## config.mk

```make
export PLATFORM = sky130hd
export DESIGN_NAME = z_compute_check_flat
export DESIGN_NICKNAME = d
export VERILOG_FILES = /design/src/rtl/dilithium_pkg.sv /design/src/rtl/z_compute_check_if.sv /design/src/rtl/z_compute_check_coeff.sv /design/src/rtl/z_compute_check.sv /design/src/flat_wrapper.sv
export SDC_FILE = /design/constraint.sdc
export NUM_CORES = 1
export LEC_CHECK = 0
export CORE_ASPECT_RATIO = 0.6
export CORE_MARGIN = 1
export CORE_UTILIZATION = 64
export CTS_CLUSTER_DIAMETER = 60
export DETAILED_ROUTE_END_ITERATION = 12
export DONT_BUFFER_PORTS = 1
export PLACE_DENSITY = 0.85
export SLEW_MARGIN = 20
export SYNTH_ARGS = -nofsm -noshare
export SYNTH_HDL_FRONTEND = slang
export SYNTH_SLANG_ARGS = --single-unit
```

## constraint.sdc

```tcl
create_clock -name clk -period 2.5 [get_ports clk]
set_clock_uncertainty 0.05 [all_clocks]
set_input_delay 0.5 -clock clk [delete_from_list [all_inputs] [get_ports clk]]
set_output_delay 0.5 -clock clk [all_outputs]
set_load 0.03 [all_outputs]
```

## src/rtl/dilithium_pkg.sv

```systemverilog
// -----------------------------------------------------------------------------
// dilithium_pkg
// Shared ML-DSA constants, coefficient types and small arithmetic helpers used
// by the z = y + cs1 compute/check slice.
//   Q          : modulus
//   N, L       : coefficients per polynomial, polynomials per vector
//   GAMMA1_VAL : 1 << GAMMA1
//   Z_BOUND    : GAMMA1_VAL - BETA, infinity-norm rejection bound
//   coeff_t    : stored signed coefficient (24 bits)
//   wide_t     : one extra bit, used for the exact sum before truncation
// -----------------------------------------------------------------------------
package dilithium_pkg;

    localparam int L          = 7;
    localparam int N          = 256;
    localparam int GAMMA1     = 19;
    localparam int BETA       = 120;
    localparam int Q          = 8380417;
    localparam int COEFF_W    = 24;
    localparam int NL         = N * L;
    localparam int ADDR_W     = $clog2(NL);
    localparam int GAMMA1_VAL = 1 << GAMMA1;
    localparam int Z_BOUND    = GAMMA1_VAL - BETA;
    localparam int WIDE_W     = COEFF_W + 1;

    typedef logic signed [COEFF_W-1:0] coeff_t;
    typedef logic signed [WIDE_W-1:0]  wide_t;
    typedef logic        [ADDR_W-1:0]  addr_t;

    typedef enum logic [1:0] {
        ST_IDLE  = 2'd0,
        ST_RUN   = 2'd1,
        ST_DRAIN = 2'd2,
        ST_DONE  = 2'd3
    } state_t;

    localparam addr_t               LAST_ADDR = addr_t'(NL - 1);
    localparam wide_t               Z_BOUND_W = wide_t'(Z_BOUND);
    localparam wide_t               Q_W       = wide_t'(Q);
    localparam logic [COEFF_W-1:0]  HALF_Q    = COEFF_W'((Q - 1) / 2);

    // Map a residue in [0,Q) to the centered range (-Q/2, Q/2].
    function automatic wide_t center_q(input logic [COEFF_W-1:0] r);
        wide_t rw;
        rw = $signed({1'b0, r});
        return (r > HALF_Q) ? (rw - Q_W) : rw;
    endfunction

    // |v| >= Z_BOUND on the untruncated sum.
    function automatic logic exceeds_bound(input wide_t v);
        return (v >= Z_BOUND_W) || (v <= -Z_BOUND_W);
    endfunction

endpackage

```

## src/rtl/z_compute_check_if.sv

```systemverilog
// -----------------------------------------------------------------------------
// z_compute_check_if
// BRAM-side bus of z_compute_check: two read ports (y, cs1) with 1-cycle
// registered-read latency and one write port (z).
//   master : the compute block (drives addresses and the z write)
//   slave  : the memories (return dout_y / dout_cs1)
// There is no valid/ready handshake: a read address presented before a clock
// edge returns its data after that edge; a write happens on every edge where
// we_z is high.
// -----------------------------------------------------------------------------
interface z_compute_check_if;
    import dilithium_pkg::*;

    addr_t              addr_y;
    coeff_t             dout_y;
    addr_t              addr_cs1;
    logic [COEFF_W-1:0] dout_cs1;
    logic               we_z;
    addr_t              addr_z;
    coeff_t             din_z;

    modport master (
        output addr_y, addr_cs1, we_z, addr_z, din_z,
        input  dout_y, dout_cs1
    );

    modport slave (
        input  addr_y, addr_cs1, we_z, addr_z, din_z,
        output dout_y, dout_cs1
    );

endinterface

```

## src/rtl/z_compute_check_coeff.sv

```systemverilog
// -----------------------------------------------------------------------------
// z_coeff_unit
// Two-stage registered pipe for one coefficient per cycle.
//   Stage A: sum = sext(y) + centered(cs1), kept at 25 bits.
//   Stage B: z = sum truncated to 24 bits, norm-violation flag, write address.
// Ports:
//   clk, rst_n          clock, async active-low reset
//   flush               kill both stages' valid bits on this edge
//   in_valid, in_addr   BRAM data valid this cycle, and the address it came from
//   in_y, in_cs1        BRAM read data
//   mid_valid           stage A holds a coefficient (used for drain detection)
//   out_valid           stage B holds a coefficient (drives the z write)
//   out_addr, out_z     z write address / data
//   out_viol            |sum| >= Z_BOUND for the coefficient in stage B
// -----------------------------------------------------------------------------
module z_coeff_unit
    import dilithium_pkg::*;
(
    input  logic               clk,
    input  logic               rst_n,
    input  logic               flush,
    input  logic               in_valid,
    input  addr_t              in_addr,
    input  coeff_t             in_y,
    input  logic [COEFF_W-1:0] in_cs1,
    output logic               mid_valid,
    output logic               out_valid,
    output addr_t              out_addr,
    output coeff_t             out_z,
    output logic               out_viol
);

    wide_t a_sum;
    addr_t a_addr;
    wide_t sum_next;

    assign sum_next = $signed({in_y[COEFF_W-1], in_y}) + center_q(in_cs1);

    always_ff @(posedge clk or negedge rst_n) begin
        if (!rst_n) begin
            mid_valid <= 1'b0;
            a_sum     <= '0;
            a_addr    <= '0;
            out_valid <= 1'b0;
            out_addr  <= '0;
            out_z     <= '0;
            out_viol  <= 1'b0;
        end else begin
            mid_valid <= in_valid & ~flush;
            out_valid <= mid_valid & ~flush;
            if (in_valid) begin
                a_sum  <= sum_next;
                a_addr <= in_addr;
            end
            if (mid_valid) begin
                // The bound is checked on the 25-bit sum, before truncation.
                out_z    <= $signed(a_sum[COEFF_W-1:0]);
                out_viol <= exceeds_bound(a_sum);
                out_addr <= a_addr;
            end
        end
    end

endmodule

```

## src/rtl/z_compute_check.sv

```systemverilog
// -----------------------------------------------------------------------------
// z_compute_check
// Streams y[i] and cs1[i] out of two BRAMs, writes z = y + centered(cs1) to
// the z BRAM and checks ||z||_inf < GAMMA1_VAL - BETA over all N*L
// coefficients.
// Ports:
//   clk, rst_n   clock, async active-low reset
//   start        begin a pass; only honoured in IDLE or DONE
//   done         level, high in DONE until the next accepted start
//   reject       sticky norm violation of the current pass, valid with done
//   bram         z_compute_check_if.master (y/cs1 reads, z write)
//   dbg_state    current FSM state
// Build option:
//   Z_EARLY_ABORT_EN  when defined, the first violating write ends the pass
//                     (data-dependent latency). Undefined: every coefficient
//                     is always processed, so latency is constant.
// Timing with start sampled at edge t: address k is driven after edge t+k
// (sampled by the BRAM at t+1+k), z[k] is written after edge t+3+k, and done
// rises at edge t+N*L+3.
// -----------------------------------------------------------------------------
module z_compute_check
    import dilithium_pkg::*;
(
    input  logic                clk,
    input  logic                rst_n,
    input  logic                start,
    output logic                done,
    output logic                reject,
    z_compute_check_if.master   bram,
    output state_t              dbg_state
);

    state_t state;
    addr_t  addr_q;
    addr_t  rd_addr;
    logic   issue_v;
    logic   rd_v;
    logic   abort;

    logic   mid_v;
    logic   out_v;
    logic   out_viol;
    addr_t  out_addr;
    coeff_t out_z;

`ifdef Z_EARLY_ABORT_EN
    assign abort = out_v & out_viol;
`else
    assign abort = 1'b0;
`endif

    z_coeff_unit u_coeff (
        .clk       (clk),
        .rst_n     (rst_n),
        .flush     (abort),
        .in_valid  (rd_v),
        .in_addr   (rd_addr),
        .in_y      (bram.dout_y),
        .in_cs1    (bram.dout_cs1),
        .mid_valid (mid_v),
        .out_valid (out_v),
        .out_addr  (out_addr),
        .out_z     (out_z),
        .out_viol  (out_viol)
    );

    assign bram.addr_y   = addr_q;
    assign bram.addr_cs1 = addr_q;
    assign bram.we_z     = out_v;
    assign bram.addr_z   = out_addr;
    assign bram.din_z    = out_z;
    assign dbg_state     = state;

    always_ff @(posedge clk or negedge rst_n) begin
        if (!rst_n) begin
            state   <= ST_IDLE;
            addr_q  <= '0;
            rd_addr <= '0;
            issue_v <= 1'b0;
            rd_v    <= 1'b0;
            done    <= 1'b0;
            reject  <= 1'b0;
        end else begin
            // rd_v marks BRAM data for the address driven in the previous cycle.
            rd_v <= issue_v & ~abort;
            if (issue_v) begin
                rd_addr <= addr_q;
            end
            if (out_v && out_viol) begin
                reject <= 1'b1;
            end

            case (state)
                ST_IDLE, ST_DONE: begin
                    if (start) begin
                        state   <= ST_RUN;
                        addr_q  <= '0;
                        issue_v <= 1'b1;
                        done    <= 1'b0;
                        reject  <= 1'b0;
                    end
                end
                ST_RUN: begin
                    if (abort) begin
                        state   <= ST_DONE;
                        issue_v <= 1'b0;
                        done    <= 1'b1;
                    end else if (addr_q == LAST_ADDR) begin
                        state   <= ST_DRAIN;
                        issue_v <= 1'b0;
                    end else begin
                        addr_q <= addr_q + 1'b1;
                    end
                end
                ST_DRAIN: begin
                    // The last write is leaving stage B on this edge when
                    // neither earlier stage holds data.
                    if (abort || (!rd_v && !mid_v)) begin
                        state <= ST_DONE;
                        done  <= 1'b1;
                    end
                end
                default: begin
                    state <= ST_IDLE;
                end
            endcase
        end
    end

endmodule

```

## src/flat_wrapper.sv

```systemverilog
// flat-port wrapper written by rule: the top's interface ports become plain ports
module z_compute_check_flat import dilithium_pkg::*;
  (clk, rst_n, start, done, reject, dbg_state, bram_addr_y, bram_addr_cs1, bram_we_z, bram_addr_z, bram_din_z, bram_dout_y, bram_dout_cs1);
  z_compute_check_if bram_i ();
  input  logic clk;
  input  logic rst_n;
  input  logic start;
  output logic done;
  output logic reject;
  output state_t dbg_state;
  output wire logic [$bits(bram_i.addr_y)-1:0] bram_addr_y;
  output wire logic [$bits(bram_i.addr_cs1)-1:0] bram_addr_cs1;
  output wire logic [$bits(bram_i.we_z)-1:0] bram_we_z;
  output wire logic [$bits(bram_i.addr_z)-1:0] bram_addr_z;
  output wire logic [$bits(bram_i.din_z)-1:0] bram_din_z;
  input wire logic [$bits(bram_i.dout_y)-1:0] bram_dout_y;
  input wire logic [$bits(bram_i.dout_cs1)-1:0] bram_dout_cs1;
  assign bram_addr_y = bram_i.addr_y;
  assign bram_addr_cs1 = bram_i.addr_cs1;
  assign bram_we_z = bram_i.we_z;
  assign bram_addr_z = bram_i.addr_z;
  assign bram_din_z = bram_i.din_z;
  assign bram_i.dout_y = bram_dout_y;
  assign bram_i.dout_cs1 = bram_dout_cs1;
  z_compute_check u_core (.clk(clk), .rst_n(rst_n), .start(start), .done(done), .reject(reject), .bram(bram_i), .dbg_state(dbg_state));
endmodule
```

=== Yosys cells after proc, flatten, opt, wreduce, memory -nomap -nowiden ===
Index checks and enable logic that the tools add are counted.

* Flip-flop bits (word level): 102
* Input port bits: 51
* Logic and storage cells: 58

* Bitwise gates (word level): 1
* Reduce and logical (&&, ||, !) cells: 12
* Equality and inequality tests: 8
* $add $sub $neg: 3
* Mux-type cells: 17
* $lt $le $gt $ge: 3

{| class="wikitable"
|+ Operators by type and width
! operator !! count
|-
| adder 24 x 25 -> 25 bit || 1
|-
| >= comparator 25 x 20 -> 1 bit, second input constant || 1
|-
| <= comparator 25 x 20 -> 1 bit, second input constant || 1
|-
| 2-to-1 mux 25 bit || 1
|-
| subtractor 24 x 23 -> 25 bit, second input constant || 1
|-
| greater-than comparator 24 x 22 -> 1 bit, second input constant || 1
|-
| 2-to-1 mux 11 bit || 2
|-
| one-hot mux 11 bit (2 select lines) || 1
|-
| AND reduction 3 bit || 4
|-
| adder 11 x 1 -> 11 bit, second input constant || 1
|-
| == test 11 bit, second input constant || 1
|-
| 2-to-1 mux 1 bit || 7
|-
| 2-to-1 mux 2 bit || 3
|-
| one-hot mux 2 bit (3 select lines) || 1
|-
| == test 2 bit, second input constant || 2
|-
| inequality test 2 x 1 -> 1 bit, second input constant || 2
|-
| inequality test 2 bit, second input constant || 2
|-
| one-hot mux 1 bit (2 select lines) || 2
|-
| == test 2 x 1 -> 1 bit, second input constant || 1
|-
| logical AND 1 bit || 2
|-
| logical NOT 1 bit || 2
|-
| logical NOT 2 bit || 1
|-
| nonzero test 2 bit || 1
|-
| OR reduction 2 bit || 1
|-
| other kinds (2) || 2
|}

=== Logic depth before layout (Yosys ltp) ===
Gate-level depths: netlist of run 1.

* Depth in word-level cells: 4
* Depth in mapped cells: 17
* Depth with buffers taken out: 17

=== Hierarchy ===
A second synthesis of run 1 with hierarchy kept.

* Cells, all modules: 600
* Area, all modules: 6,236.0 sq um

{| class="wikitable"
|+ By module, submodules not included
! module !! area each (sq um) !! instances !! cells an instance !! sequential area each (sq um)
|-
| z_coeff_unit || 4,748.3 || 1 || 470 || 1,851.8
|-
| z_compute_check || 1,487.7 || 1 || 130 || 700.7
|}

=== Least setup slack after synthesis of run 1 ===
Ideal clock, no wire load.

* Kind: in2reg
* Start point: input bram_dout_cs1[10]
* End point: register u_core.u_coeff.a_sum[20]
* Path buffers: 0
* Arrival time: 3.723 ns
* Path slack: -1.393 ns
* Stages on the path: 14
* Library setup time: 0.120 ns
* Data required time: 2.330 ns
* Cells stage by stage: or4_1 > o41ai_2 > o21a_2 > xnor2_1 > ha_1 > inv_1 > fa_1 > nor2b_1 > o31ai_1 > a211o_1 > a211oi_1 > o21ai_0 > a21o_1 > a31o_2

* Word-level cells in the longest chain between the ends: 3

{| class="wikitable"
|+ Ends and longest elaborated chain
! what !! RTL line !! source
|-
| from (decl) || flat_wrapper.sv:17 || <nowiki>input wire logic [$bits(bram_i.dout_cs1)-1:0] bram_dout_cs1;</nowiki>
|-
| subtractor 24 x 23 -> 25 bit or greater-than comparator 24 x 22 -> 1 bit (tied branches) || dilithium_pkg.sv:46 || <nowiki>return (r > HALF_Q) ? (rw - Q_W) : rw;</nowiki>
|-
| 2-to-1 mux 25 bit (*) || dilithium_pkg.sv:46 ||
|-
| adder 24 x 25 -> 25 bit (*) || z_compute_check_coeff.sv:37 || <nowiki>assign sum_next = $signed({in_y[COEFF_W-1], in_y}) + center_q(in_cs1);</nowiki>
|-
| to (signal assigned) || z_compute_check_coeff.sv:52 || <nowiki>a_sum <= sum_next;</nowiki>
|-
| to (decl) || z_compute_check_coeff.sv:33 || <nowiki>wide_t a_sum;</nowiki>
|}

Mark *: on every way between the ends. The rest lies on a longest branch, timed or not.
A chain may end at the register's enable or synchronous reset.

=== Final worst setup path of run 1 ===
* Start point: input bram_dout_cs1[3]
* End point: register u_core.u_coeff.a_sum[24]

Same word-level chain as after synthesis.

==> impl_metrics.ini, run 1 <==
[run_status]
status = finished with violations
failed_checks = negative hold slack, negative setup slack

[global_routing]
first_global_vias = 5459
overflow = 0
grt_start_max_net_pins = 103
antenna_found_initial = 0
track_usage = 0.377
grt_pass1_wl_um = 28100

[timing]
finalSetupTns_ps = -24520
post-route-min-period_ps = 3770
max_slew_margin = 0.494
hold_ws_ps = -196
min_period_over_period = 1.51
rsz0062_at_grt = true
layout_setup_ws_ps = -1270
slew_viol_final = 0
setup_viol = 24
worst_slew_pin_slew_ps = 759
hold_viol = 102
fmax_ghz = 0.265

[final_layout]
n_antenna_cell = 0
area_growth_pct = 26.8
drive_gt1_frac = 0.401
multiInputGateArea_um2 = 3570
fill_cells = 413
stdcell_count = 835
fin_nets = 785
stdcell_area_um2 = 7640
seq_area_um2 = 2550

[hold_path]
hold_class = input pin to async pin

[clock_tree]
cts_num_sinks = 102
cts_max_path_buffers = 2
cts_tree = yes
root_buffer = clkbuf_16
clock_latency_ps = 340
htreeDepth = 3
clk_pin_slew_ps = 60
numCtsBuffers = 9

[critical_path]
arrival_ps = 3970
cp-endpoint = u_core.u_coeff.a_sum[24]
critPathCaptureType = flop
ff2ff_path_depth = 7
cp_data_required_time_ps = 2700
reg2reg_from = u_core.u_coeff.a_sum[6]
critPathMaxStageDelay_ps = 550
startpoint_type = input pin
cp_slowest_cell = or4_4
startpoint = bram_dout_cs1[3]
reg2reg_to = u_core.u_coeff.out_viol
crit_type = input pin to flop
crit_fanout = 5
crit_path_cell_trace = or4_4 -> o41ai_4 -> o21a_2 -> xnor2_1 -> ha_2 -> inv_2 -> fa_2 -> nor2b_4 -> o31ai_2 -> a211o_1 -> a211oi_4 -> buf_4 -> a21oi_1 -> nand3b_1 -> o221ai_2
r2r_slack_ps = 40

[power_and_ir_drop]
ir_drop_mv = 0.510
design_power_total_mw = 5.65
p_leak_nw = 3.56
power_density_nw_per_um2 = 740

[place]
place_area_um2 = 6840
dp_hpwl_um = 11700
gp_congestion = 0.902
dp_cells = 790
portBuffers = 0

[die]
start_util = 0.683
die_w_um = 127
fp.coreArea_um2 = 8820
rows = 26
ioPinCount = 113
die_y_um = 77.1
die-area_um2 = 9810

[route]
initialDrtViolationCount = 496
antenna_left = 0
dr.pass1.iters = 6
routed_wl_um = 18600
viasPerCell = 6.54
wl_per_cell_um = 22.2
vias = 5459
drc_errors = 0

[synth]
yosysWarnings = 0
synth_nets = 669
synthCells = 588
syn_area_um2 = 6020
synth_area_per_cell_um2 = 10.2
yosysUniqueCellTypes = 54
synth-seq-cells = 102
seq_area_frac_synth = 0.424

[run]
drv_cap = 0
## critical path: cells and delay by family
| kind | cells | cell delay [ps] |
|---|---|---|
| xor gates and xnor gates | 1 | 150 |
| adders and majority gates | 2 | 590 |
| and+or+nand+nor | 3 | 870 |
| buffers and inverters | 2 | 210 |
| AOI/OAI and AO/OA | 7 | 1650 |
## sequential cells by signal, indices dropped and copies added, names as in the netlist
signal / cells
u_core.bram.addr_cs1: 11
u_core.u_coeff.out_viol: 1
u_core.reject: 1
u_core.done: 1
u_core.dbg_state: 2
u_core.u_coeff.out_z: 24
u_core.rd_v: 1
u_core.u_coeff.mid_valid: 1
u_core.issue_v: 1
u_core.u_coeff.out_valid: 1
u_core.u_coeff.out_addr: 11
u_core.u_coeff.a_sum: 25
u_core.u_coeff.a_addr: 11
u_core.rd_addr: 11
## worst min-delay path by stage
stage	from	endpoint	depth (start not counted)
after floorplan	rst_n	u_core.bram.addr_cs1[0]	0
after global placement	rst_n	u_core.u_coeff.a_sum[22]	0
after detailed placement	rst_n	u_core.u_coeff.a_sum[21]	0
after CTS	rst_n	u_core.u_coeff.a_sum[21]	0
after global routing	rst_n	u_core.u_coeff.a_sum[21]	0
final	rst_n	u_core.u_coeff.a_sum[21]	0
## layer usage
metal,global-route usage,share of wire,up-vias,wire length [um]
met1,0.479,0.40,2690,7400
met3,0.0963,0.087,77,1620
met4,0.120,0.029,0,544
met2,0.633,0.48,358,9000
li1,-,-,2334,-
met5,0,0,-,0
## repair_timing
action	CTS	global route
setup buffers	22	10
resized for setup	47	26
pin swaps	33	26
endpoints found under the hold margin	102	102
endpoints found under the setup margin	24	25
## cells in the final DEF (no fill, tap or decap), types with 9 or more instances in the layout
cell type / n
a21oi_1: 19
a21oi_2: 12
buf_4: 123
clkbuf_16: 9
dfrtp_1: 101
ha_1: 26
inv_1: 20
mux2_2: 73
nand2_1: 45
nand3_1: 15
nand4_1: 14
nor2_1: 42
nor2b_1: 9
o21ai_0: 15
xnor2_1: 26
xor2_1: 21
## logic make-up after synthesis
group | count (synthesis) | share of synthesized area
buffers and inverters | 46 | 0.0357
flip-flops | 102 | 0.424
AO/OA/AOI/OAI | 97 | 0.102
adder cells (fa/ha/maj) | 30 | 0.0636
multiplexers | 80 | 0.149
AND/OR/NAND/NOR | 184 | 0.155
XOR/XNOR | 49 | 0.0713
## power breakdown
group,leakage [nW],internal [mW],switching [mW]
Combinational,2.16,0.817,1.00
Sequential,1.27,1.96,0.558
Clock,0.134,0.731,0.581
Total,3.56,3.51,2.14
## final cells by class
type                    count  share of cell area
clock buffers              15              0.0351
clock inverters             1            0.000655
inverters                  21              0.0103
multi-input cells         440               0.468
flip-flops and latches    102               0.334
well taps                 126              0.0206
repair buffers            130               0.131
## cells in the mapped netlist (all sizes together)
master | count | share of area
dfrtp | 102 | 0.42
mux2 | 75 | 0.14
nand2 | 47 | 0.029
nor2 | 47 | 0.029
a21oi | 31 | 0.026
ha | 29 | 0.060
xnor2 | 28 | 0.041
o21ai | 26 | 0.022
inv | 21 | 0.013
xor2 | 21 | 0.031
nand3 | 16 | 0.013
buf | 14 | 0.016
nand4 | 14 | 0.015
nor2b | 12 | 0.012
nor4 | 12 | 0.015
clkbuf | 11 | 0.0069
a21o | 8 | 0.010
nand2b | 6 | 0.0062
nor3 | 6 | 0.0050
a31oi | 5 | 0.0052
and3 | 5 | 0.0052
mux2i | 5 | 0.0083
or3 | 5 | 0.0052
a211oi | 4 | 0.0058
and4 | 4 | 0.0058
o211ai | 4 | 0.0050
o21a | 4 | 0.0052
o21bai | 4 | 0.0056
or4 | 4 | 0.0062
nor3b | 2 | 0.0025
o41ai | 2 | 0.0042
a211o | 1 | 0.0015
a21boi | 1 | 0.0012
a221oi | 1 | 0.0015
a311o | 1 | 0.0017
a31o | 1 | 0.0015
and2 | 1 | 0.0010
and4b | 1 | 0.0017
fa | 1 | 0.0033
nand3b | 1 | 0.0012
o211a | 1 | 0.0017
o221ai | 1 | 0.0025
o311ai | 1 | 0.0015
o31ai | 1 | 0.0012
or2 | 1 | 0.0010
## through the flow
stage                     setup WS [ps]   util
after floorplan                   -1240      -
after global placement            -1580  0.776
after global routing              -1360  0.866
after detailed placement          -1650  0.776
after CTS                         -1150  0.846
final                             -1270  0.866
Note: power is estimated with default switching activity, not from simulation.
==> run 2: changes to the inputs <==
--- a/config.mk
+++ b/config.mk
@@ -7,12 +7,13 @@
 export LEC_CHECK = 0
 export CORE_ASPECT_RATIO = 0.6
 export CORE_MARGIN = 1
-export CORE_UTILIZATION = 64
+export CORE_UTILIZATION = 58
 export CTS_CLUSTER_DIAMETER = 60
 export DETAILED_ROUTE_END_ITERATION = 12
 export DONT_BUFFER_PORTS = 1
-export PLACE_DENSITY = 0.85
+export PLACE_DENSITY = 0.81
 export SLEW_MARGIN = 20
 export SYNTH_ARGS = -nofsm -noshare
 export SYNTH_HDL_FRONTEND = slang
+export SYNTH_HIERARCHICAL = 1
 export SYNTH_SLANG_ARGS = --single-unit
==> constraint.sdc (replaced) <==
create_clock -name clk -period 3.3 [get_ports clk]
set_clock_uncertainty 0.05 [all_clocks]
set_input_delay 0.66 -clock clk [delete_from_list [all_inputs] [get_ports clk]]
set_output_delay 0.66 -clock clk [all_outputs]
set_load 0.03 [all_outputs]
==> impl_metrics.ini, run 2 <==
[run_status]
status = finished with violations
failed_checks = negative setup slack

[place]
portBuffers = 0
place_area_um2 = 6880
dp_hpwl_um = 12100
gp_congestion = 0.903

[synth]
synth-seq-cells = 102
syn_area_um2 = 6240
synthMostInstantiatedCell = dfrtp_1
yosys.area.top_type = dfrtp_1
synth_edf_count = 0
async_flop_share = 1.00
netlist.area_leader.share = 0.409
yosysWarnings = 6
yosysUniqueCellTypes = 77
synth_common_cells = 102 x dfrtp_1, 71 x mux2_2, 40 x nand2_1
synthCells = 600
synth_area_leaders = dfrtp_1 41%, mux2_2 13%, ha_1 5.8%, xnor2_1 2.9%, nand2_1 2.4%
synth_area_per_cell_um2 = 10.4
ys.flop_type = dfrtp_1
seq_area_frac_synth = 0.409

[power_and_ir_drop]
p_leak_nw = 3.51
p_int_mw = 2.81
power_density_nw_per_um2 = 586
switching_share = 0.383
ir_drop_mv = 0.364
power_frac_seq = 0.469
p_clk_frac = 0.243
combPwrFrac = 0.288
p_switching_mw = 1.75

[timing]
setup_viol = 19
slew_viol_final = 0
hold_viol = 0
max_slew_margin = 0.348
finalSetupTns_ps = -7100
fmax_ghz = 0.263
post-route-min-period_ps = 3800
min_period_over_period = 1.15
worst_slew_pin_slew_ps = 951
rsz0062_at_grt = true
layout_setup_ws_ps = -499

[global_routing]
grt_pass1_wl_um = 26200
grt_start_max_net_pins = 103
antenna_found_initial = 0
overflow = 0
first_global_vias = 5076
track_usage = 0.312

[clock_tree]
htreeDepth = 3
clk_pin_slew_ps = 70
numCtsBuffers = 9
root_buffer = clkbuf_16
cts_tree = yes
cts_num_sinks = 102
cts_max_path_buffers = 2
clock_latency_ps = 350

[die]
ioPinCount = 113
fp.coreArea_um2 = 10200
die-area_um2 = 11200
die_w_um = 136
rows = 28
start_util = 0.614
die_y_um = 82.3

[final_layout]
fin_nets = 765
stdcell_area_um2 = 7780
layout_common_cells = 102 x dfrtp_1, 96 x buf_4, 67 x mux2_2
drive_gt1_frac = 0.388
reg.largest.list = u_core/u_coeff/a_sum x25, u_core/u_coeff/out_z x24
layout_commonest_cell = dfrtp_1
area_growth_pct = 24.8
largest_reg_flops = 25
n_antenna_cell = 0
largest_register = u_core/u_coeff/a_sum

[route]
antenna_left = 0
routed_wl_um = 17500
drc_errors = 0
wl_per_cell_um = 21.2
dr.pass1.iters = 5
vias = 5227
viasPerCell = 6.34
initialDrtViolationCount = 442

[critical_path]
cp_data_required_time_ps = 3490
crit_type = input pin to flop
critPathCaptureType = flop
critPathMaxStageDelay_ps = 410
crit_fanout = 6
arrival_ps = 3990
crit_path_cell_trace = inv_12 -> ha_4 -> or3b_4 -> nor3_4 -> o41a_1 -> buf_6 -> nand2b_4 -> nor3_4 -> xor2_1 -> ha_1 -> o211ai_1 -> o211ai_1 -> nand2_1 -> o211a_4 -> buf_6 -> xnor2_4 -> mux2_4
startpoint_type = input pin
cp_slowest_cell = o41a_1

[run]
drv_cap = 0

[hold_path]
hold_class = input pin to async pin
[run 2: changes by cell type in the layout (fill, tap and decap cells not counted), moves of 5 or more]
| cell | delta |
|---|---|
| a22o_1 | +5 |
| xnor2_1 | -10 |
| xor2_1 | -9 |
| mux2_2 | -6 |
| nor2b_1 | -7 |
| nor3_1 | +7 |
| o211ai_1 | +5 |
| buf_4 | -27 |
| o21ai_2 | -5 |
| a21oi_2 | -7 |
| inv_1 | -7 |
| nand2_1 | -9 |
| mux2_1 | +5 |
[run 2: worst paths after layout]
check / end / slack [ps] / from / depth (start not counted)
max in group asynchronous: u_core/u_coeff/a_addr[9] / 2630 / rst_n / 1
min in group clk: u_core/reject / 370 / start / 1
setup reg to reg: u_core/bram.addr_cs1[9] / 760 / u_core/dbg_state[1] / 5
hold / removal: u_core/u_coeff/a_addr[2] / 180 / rst_n / 1
setup / recovery: u_core/u_coeff/a_sum[13] / -500 / bram_dout_cs1[1] / 17
hold reg to reg: u_core/u_coeff/out_addr[4] / 440 / u_core/u_coeff/a_addr[4] / 1
[run 2: cells by family after synthesis]
group                    count (synthesis)  synth area share
AO/OA/AOI/OAI                          130             0.145
flip-flops                             102             0.409
multiplexers                            80             0.144
buffers and inverters                   47            0.0379
XOR/XNOR                                33            0.0463
other                                    1          0.000601
AND/OR/NAND/NOR                        176             0.154
adder cells (fa/ha/maj)                 31            0.0630
[run 2: layout make-up]
type	instances	area [um^2]
sequential	102	2550
multi-input combinational	452	3850
clock inverter	4	51.3
tap	135	169
inverter	16	77.6
clock buffer	12	267
timing repair buffer	103	816
fill	618	2380
[run 2: power groups by stage]
stage,clock network [mW],logic (mW),registers (mW)
floorplan,0,0.856,2.01
global placement,0,1.04,2.13
detailed placement,0,1.09,2.15
CTS,1.12,1.24,2.13
global route,1.18,1.41,2.17
finish,1.11,1.31,2.14
[run 2: per-stage QoR]
stage | cells | worst slack, ps | util | power, mW | hold WS, ps
4_1_cts | 819 | -376 | 0.753 | 4.50 | 208
5_1_grt | 824 | -558 | 0.766 | 4.77 | 226
3_5_place_dp | 784 | -1040 | 0.677 | 3.25 | 316
6_report | 824 | -499 | 0.766 | 4.56 | 184
3_3_place_gp | 784 | -891 | 0.677 | 3.17 | 318
2_1_floorplan | 601 | -705 | - | 2.86 | 314
[run 2: routing by layer]
layer,global-route usage,routed length [um],vias to the layer above
met5,0,0,-
met4,0.0822,357,0
met3,0.0891,1560,35
met2,0.487,7910,238
met1,0.428,7670,2570
li1,-,-,2384
[run 2: critical path: cells and delay by family]
kind	cells	cell delay (ps)
mux	1	260
fa+ha+maj	2	530
buf+inv	3	310
simple gates	5	810
compound gates	4	1180
xor+xnor	2	230
[run 2: repair_timing]
item,CTS,global route
pin swaps,41,18
buffers inserted,20,5
setup endpoints to repair,20,20
hold endpoints to repair,102,0
hold buffers,1,0
resized for setup,70,17
